**config.mk**
```make
export PLATFORM = sky130hd
export DESIGN_NAME = pipeline_fetch_stage
export DESIGN_NICKNAME = d
export VERILOG_FILES = /design/src/rtl/pipeline_fetch_stage.sv
export SDC_FILE = /design/constraint.sdc
export NUM_CORES = 1
export LEC_CHECK = 0
export CORE_UTILIZATION = 53
export DETAILED_ROUTE_END_ITERATION = 7
export PLACE_DENSITY_LB_ADDON = 0.05
export SYNTH_ARGS = -nofsm -noshare
export SYNTH_HDL_FRONTEND = slang
export SYNTH_SLANG_ARGS = --single-unit
```
**constraint.sdc**
```tcl
create_clock -name clk -period 2.8 [get_ports clk]
set_input_delay 0.56 -clock clk [delete_from_list [all_inputs] [get_ports clk]]
set_output_delay 0.56 -clock clk [all_outputs]
set_load 0.05 [all_outputs]
```
**src/rtl/pipeline_fetch_stage.sv**
```systemverilog
// Instruction fetch stage: owns the PC, keeps one request outstanding to
// instruction memory and hands fetched words to the decoder latch through an
// output register backed by a one-entry skid buffer.
module pipeline_fetch_stage #(
   parameter int unsigned       ADDR_W   = 32,
   parameter logic [ADDR_W-1:0] RESET_PC = '0
) (
   input  logic              clk,
   input  logic              rst_n,
   input  logic              fetch_en,
   input  logic              jmpctrl_en,
   input  logic              redirect_valid,
   input  logic [ADDR_W-1:0] redirect_pc,
   output logic              imem_req,
   output logic [ADDR_W-1:0] imem_addr,
   input  logic              imem_ack,
   input  logic [31:0]       imem_rdata,
   output logic              out_valid,
   output logic [31:0]       out_instr,
   output logic [ADDR_W-1:0] out_pc
);

   localparam logic [ADDR_W-1:0] PcStep = ADDR_W'(4);

   typedef enum logic [1:0] {StIdle, StReq, StDrain} state_e;

   state_e            r_state;
   logic [ADDR_W-1:0] r_pc;
   logic [ADDR_W-1:0] r_req_addr;
   logic              r_imem_req;
   logic              r_out_valid;
   logic [31:0]       r_out_instr;
   logic [ADDR_W-1:0] r_out_pc;
   logic              r_skid_valid;
   logic [31:0]       r_skid_instr;
   logic [ADDR_W-1:0] r_skid_pc;

   logic [ADDR_W-1:0] w_redirect_pc;
   logic [ADDR_W-1:0] w_next_addr;
   logic              w_slot_free;
   logic              w_can_issue;
   logic              w_ack_word;
   logic              w_skid_valid_d;
   logic              w_unused_pc_lsb;

   // Redirect targets are always word-aligned; the low bits are dropped.
   assign w_redirect_pc   = {redirect_pc[ADDR_W-1:2], 2'b00};
   assign w_unused_pc_lsb = ^redirect_pc[1:0];
   assign w_next_addr     = r_req_addr + PcStep;

   assign w_slot_free = !r_out_valid || fetch_en;
   assign w_can_issue = !jmpctrl_en && !r_skid_valid && !redirect_valid;
   // A fresh word is only accepted for a live request that is not being redirected.
   assign w_ack_word  = (r_state == StReq) && imem_ack && !redirect_valid;

   assign imem_req  = r_imem_req;
   assign imem_addr = r_req_addr;
   assign out_valid = r_out_valid;
   assign out_instr = r_out_instr;
   assign out_pc    = r_out_pc;

   // Skid occupancy after this edge; decides whether streaming may continue.
   always_comb begin
      w_skid_valid_d = 1'b0;
      if (!redirect_valid) begin
         if (w_slot_free) begin
            w_skid_valid_d = r_skid_valid && w_ack_word;
         end else begin
            w_skid_valid_d = r_skid_valid || w_ack_word;
         end
      end
   end

   // Request FSM: PC, request address and registered request strobe.
   always_ff @(posedge clk or negedge rst_n) begin
      if (!rst_n) begin
         r_state    <= StIdle;
         r_pc       <= RESET_PC;
         r_req_addr <= RESET_PC;
         r_imem_req <= 1'b0;
      end else begin
         case (r_state)
            StIdle: begin
               if (redirect_valid) begin
                  r_pc <= w_redirect_pc;
               end else if (w_can_issue) begin
                  r_req_addr <= r_pc;
                  r_imem_req <= 1'b1;
                  r_state    <= StReq;
               end
            end
            StReq: begin
               if (redirect_valid) begin
                  r_pc <= w_redirect_pc;
                  if (imem_ack) begin
                     r_imem_req <= 1'b0;
                     r_state    <= StIdle;
                  end else begin
                     // Request cannot be withdrawn; wait out the stale ack.
                     r_state <= StDrain;
                  end
               end else if (imem_ack) begin
                  r_pc <= w_next_addr;
                  if (!jmpctrl_en && !w_skid_valid_d) begin
                     r_req_addr <= w_next_addr;
                  end else begin
                     r_imem_req <= 1'b0;
                     r_state    <= StIdle;
                  end
               end
            end
            StDrain: begin
               if (redirect_valid) begin
                  r_pc <= w_redirect_pc;
               end
               if (imem_ack) begin
                  r_imem_req <= 1'b0;
                  r_state    <= StIdle;
               end
            end
            default: begin
               r_imem_req <= 1'b0;
               r_state    <= StIdle;
            end
         endcase
      end
   end

   // Output register and skid buffer: skid drains first, new words fill behind it.
   always_ff @(posedge clk or negedge rst_n) begin
      if (!rst_n) begin
         r_out_valid  <= 1'b0;
         r_out_instr  <= '0;
         r_out_pc     <= '0;
         r_skid_valid <= 1'b0;
         r_skid_instr <= '0;
         r_skid_pc    <= '0;
      end else begin
         r_skid_valid <= w_skid_valid_d;
         if (redirect_valid) begin
            r_out_valid <= 1'b0;
         end else if (w_slot_free) begin
            if (r_skid_valid) begin
               r_out_valid <= 1'b1;
               r_out_instr <= r_skid_instr;
               r_out_pc    <= r_skid_pc;
               if (w_ack_word) begin
                  r_skid_instr <= imem_rdata;
                  r_skid_pc    <= r_req_addr;
               end
            end else if (w_ack_word) begin
               r_out_valid <= 1'b1;
               r_out_instr <= imem_rdata;
               r_out_pc    <= r_req_addr;
            end else begin
               r_out_valid <= 1'b0;
            end
         end else if (w_ack_word) begin
            r_skid_instr <= imem_rdata;
            r_skid_pc    <= r_req_addr;
         end
      end
   end

endmodule

```
# ---- Word level (Yosys, flattened, before mapping)
# Index checks and enable logic that the tools add are counted.
dict set report classes {
  add_sub_neg 1
  n_eq_ne 12
  n_mux 41
  bitwise_logic 1
  n_reduce_logical 25
}
# cell count
set op_table {}
lappend op_table {{32-bit 2-to-1 mux} 18}
lappend op_table {{32-bit one-hot mux with 2 select lines} 2}
lappend op_table {{32-bit by 3-bit adder with 32-bit output (second input constant)} 1}
lappend op_table {{2-bit 2-to-1 mux} 7}
lappend op_table {{1-bit 2-to-1 mux} 12}
lappend op_table {{2-bit != test (second input constant)} 6}
lappend op_table {{2-bit nonzero test} 4}
lappend op_table {{1-bit logical AND} 6}
lappend op_table {{3-bit != test (second input constant)} 2}
lappend op_table {{2-bit one-hot mux with 3 select lines} 1}
lappend op_table {{3-bit AND reduction} 2}
lappend op_table {{6-bit AND reduction} 1}
lappend op_table {{1-bit zero test} 5}
lappend op_table {{5-bit AND reduction} 1}
lappend op_table {{2-bit by 1-bit != test with 1-bit output (second input constant)} 2}
lappend op_table {{4-bit AND reduction} 1}
lappend op_table {{1-bit one-hot mux with 3 select lines} 1}
lappend op_table {{2-bit by 1-bit == test with 1-bit output (second input constant)} 1}
lappend op_table {{2-bit == test (second input constant)} 1}
lappend op_table {{2-bit zero test} 1}
lappend op_table {{1-bit logical OR} 2}
lappend op_table {{2-bit AND reduction} 1}
lappend op_table {{2-bit OR reduction} 1}
lappend op_table {{1-bit NOT} 1}
dict set report totals {
  ff_bits 197
  output_inout_bits 98
  elab_cells 90
}

# ---- Longest topological paths before layout
# Gate-level depths: netlist of run 1.
dict set report depth {
  word_depth 12
  mapped_depth 10
  mapped_depth_nobuf 6
}

# ---- Worst setup path before layout of run 1
# Ideal clock, no wire load.
dict set report synth_timing {
  kind {register to register}
  startpoint {register r_req_addr[9] (netlist: imem_addr[9])}
  endpoint {register r_req_addr[28] (netlist: imem_addr[28])}
  t_arrival_ns 2.524
  required_ns 2.720
  slack_ns 0.197
  stages_incl_launch_ff 8
  path_buffers 2
  cell_sequence {dfrtp_1 > buf_2 > nand4_2 > or4_1 > buf_2 > or4_4 > a21oi_1 > a2bb2oi_1}
}
dict set report synth_via {
  elab_chain_len 5
}
# element line
set synth_lines {}
lappend synth_lines {{start, declared} 29} ;# logic [ADDR_W-1:0] r_req_addr;
lappend synth_lines {{start signal, assigned} 87} ;# r_req_addr <= r_pc;
lappend synth_lines {{start signal, assigned} 105} ;# r_req_addr <= w_next_addr;
lappend synth_lines {{32-bit by 3-bit adder with 32-bit output} 49} ;# assign w_next_addr = r_req_addr + PcStep;
lappend synth_lines {{32-bit 2-to-1 mux} 104} ;# if (!jmpctrl_en && !w_skid_valid_d) begin
lappend synth_lines {{32-bit 2-to-1 mux} 102} ;# end else if (imem_ack) begin
lappend synth_lines {{32-bit 2-to-1 mux} 93} ;# if (redirect_valid) begin
lappend synth_lines {{32-bit one-hot mux with 2 select lines} 82} ;# case (r_state)
# Every way passes these cells. The select of a mux whose other input is x is not followed.
# A chain may end at the register's enable or synchronous reset.

# ---- Worst setup path after layout of run 1
dict set report layout_timing {
  startpoint {register r_req_addr[3] (netlist: imem_addr[3])}
  endpoint {register r_req_addr[30] (netlist: imem_addr[30])}
}
# The elaborated chain is that of the path after synthesis.

==> flow_metrics.tcl, run 1 <==
set metrics [dict create \
    mappedNetlistArea_mm2 0.00916 \
    synth.most_common_cell "dfrtp_1" \
    drt_iter0_markers 457 \
    critPathMaxFanout 8 \
    globalplace.congestion 0.818 \
    row_count 47 \
    r2r_end "imem_addr[30]" \
    holdBufCountCts 0 \
    portBuffers 165 \
    first_global_vias 7070 \
    wire_per_inst_um 17.9 \
    status "completed" \
    post_cts_buffers 0 \
    critPathLaunchType "flip-flop" \
    pin_count 168 \
    drt_wl_total_um 22100 \
    critical_path.endpoint "imem_addr[30]" \
    area_growth_pct 28.2 \
    skew_ps 8.97 \
    min_period_over_period_pct 86.6 \
    die_x_um 133 \
    postRouteAntennaNets 0 \
    setup_tns_ps 0 \
    synthFlopType "dfrtp_1" \
    synth_top_area_share_pct 53.8 \
    max_slew_margin_pct 22.8 \
    clk_path_buf_depth 2 \
    core-area_mm2 0.0167 \
    critPathLaunch "imem_addr[3]" \
    ys_types 48 \
    cap_violations 0 \
    num_vias 7150 \
    cts-root-buf "clkbuf_16" \
    setup_viol 0 \
    report.final.slew_viol_count 0 \
    reg2regPathDepth 6 \
    syn_avg_cell_area_um2 10.7 \
    yosysWarningCount 0 \
    die_y_um 133 \
    synth_seq_cells 197 \
    arrival_ps 2770 \
    fin_nets 1072 \
    ir_drop_v 0.000579 \
    finalPower_mw 11.5 \
    synthesis.instances 858 \
    ff2ff_setup_slack_ps 370 \
    drtPass1Iterations 5 \
    synthTopCellsByArea "dfrtp_1 54%, mux2_2 8.0%, mux2i_1 7.9%" \
    hold_viol_final 0 \
    cts_resized 0 \
    period_minus_slack_ps 2430 \
    design.die.area_mm2 0.0178 \
    final_layout_size_suffix_gt1_share_pct 13.9 \
    tightest_slew_ps 1160 \
    cts_tree "built" \
    required_ps 3150 \
    rr_startpoint "imem_addr[3]" \
    synth.largest_area_cell "dfrtp_1" \
    clk_pin_slew_worst_paths_ps 70 \
    yosys-top-cells-count "197 x dfrtp_1, 117 x o21ai_0, 109 x nand2_1" \
    cts-buffers-inserted 17 \
    rsz0062_at_grt "no" \
    diodes 0 \
    drc_errors 0 \
    cts.sinks 197 \
    synthArstFlopShare_pct 100 \
    seq_area_frac_synth_pct 53.8 \
    viasPerCell 5.79 \
    htree_levels 4 \
    crit_type "reg2reg" \
    synth_nets 929 \
    grt_pass1_wl_um 36300 \
    crit_path_end_kind "flip-flop" \
    powerDensity_mw_per_mm2 977 \
    place_hpwl_um 14300 \
    antenna_found_initial 0 \
    max_freq_ghz 0.412 \
    synth-edff-count 0 \
    hold_class "in2async" \
    grt_start_max_net_pins 129 \
    p_leak_nw 4.99 \
    grt_overflow 0 \
    grtUsageTotal_pct 25.9 \
    start_util_pct 54.8 \
    clkLatencyLatePin_ps 430 \
]
==> registers in the layout (all words and copies together) (netlist names) <==
name and flops:
out_pc 32, r_state 2, out_instr 32, r_skid_instr 32
imem_addr 32, r_skid_valid 1, r_skid_pc 32, r_pc 32
out_valid 1, imem_req 1
==> critical path: stages (launching register included) <==
cell       delay, ps
dfrtp_1          510
ha_1             290
nand3_1          280
nand2b_1         350
or4_4            550
a21oi_1          170
a2bb2oi_1        190
==> report_power, final <==
part	switching, mW	total [mW]	internal (mW)
combinational	3.11	4.81	1.70
sequential	0.644	4.22	3.58
clock	1.06	2.43	1.37
==> per-stage QoR <==
stage                     utilization [%]  setup WS (ps)  hold WS, ps  instances  area [um2]
after floorplan                         -            197          264        858        9160
after global placement               66.8            281          457       1202       11200
after detailed placement             66.8            184          468       1202       11200
after CTS                            70.3            366          159       1234       11700
after global routing                 70.3            199          179       1234       11700
final                                70.3            375          146       1234       11700
==> per-layer routing <==
metal	wire length [um]	up-vias	track usage, %
li1	-	3348	-
met1	9940	3556	35.2
met2	10700	214	42.2
met3	1080	32	4.30
met4	341	0	8.65
met5	0	-	0
==> placed cells by master, fill, tap and decap left out, types with 10 or more instances in the layout <==
master           netlist  routed
a21oi_1               32      32
a2bb2oi_1             12      12
a32oi_1               16      16
buf_4                  1      27
clkbuf_16              0      17
clkdlybuf4s50_1        0     164
dfrtp_1              197     196
mux2_2                65      65
mux2i_1               72      72
nand2_1              109     109
nand3_1               12      12
nand4_1               10      10
nor2_1                31      31
o21ai_0              117     114
o22ai_1               14      14
xnor2_1               10      10
xor2_1                17      17
==> cell type report <==
type	instances	area, um2
timing repair buffer	197	1960
tap	220	275
inverter	2	7.51
multi-input combinational	586	3980
sequential	197	4930
fill	1255	4970
clock buffer	21	460
clock inverter	11	123
==> worst min-delay path by stage <==
stage	startpoint	to	slack, ps	cells after the start
after floorplan	rst_n	imem_addr[0]	260	0
after global placement	r_pc[0]	r_pc[0]	460	2
after detailed placement	r_pc[1]	r_pc[1]	470	2
after CTS	rst_n	out_instr[28]	160	1
after global routing	rst_n	out_instr[28]	180	1
final	rst_n	out_instr[27]	150	1
==> kinds of logic (layout without fill, tap and decap cells) <==
kind of cell / count (synthesis) / count (layout) / synth area share, %
flip-flops: 197 / 197 / 53.8
AO/OA/AOI/OAI: 220 / 220 / 14.2
multiplexers: 137 / 137 / 15.9
buffers and inverters: 75 / 231 / 3.25
AND/OR/NAND/NOR: 201 / 201 / 10.1
XOR/XNOR: 27 / 27 / 2.58
adder cells (fa/ha/maj): 1 / 1 / 0.137
(Power assumes the default switching activity.)
==> run 2, diff against run 1 <==
- CTS_CLUSTER_SIZE: not set -> 30
==> results of run 2 <==
The final DEF is identical to that of run 1; final timing and power are the same.
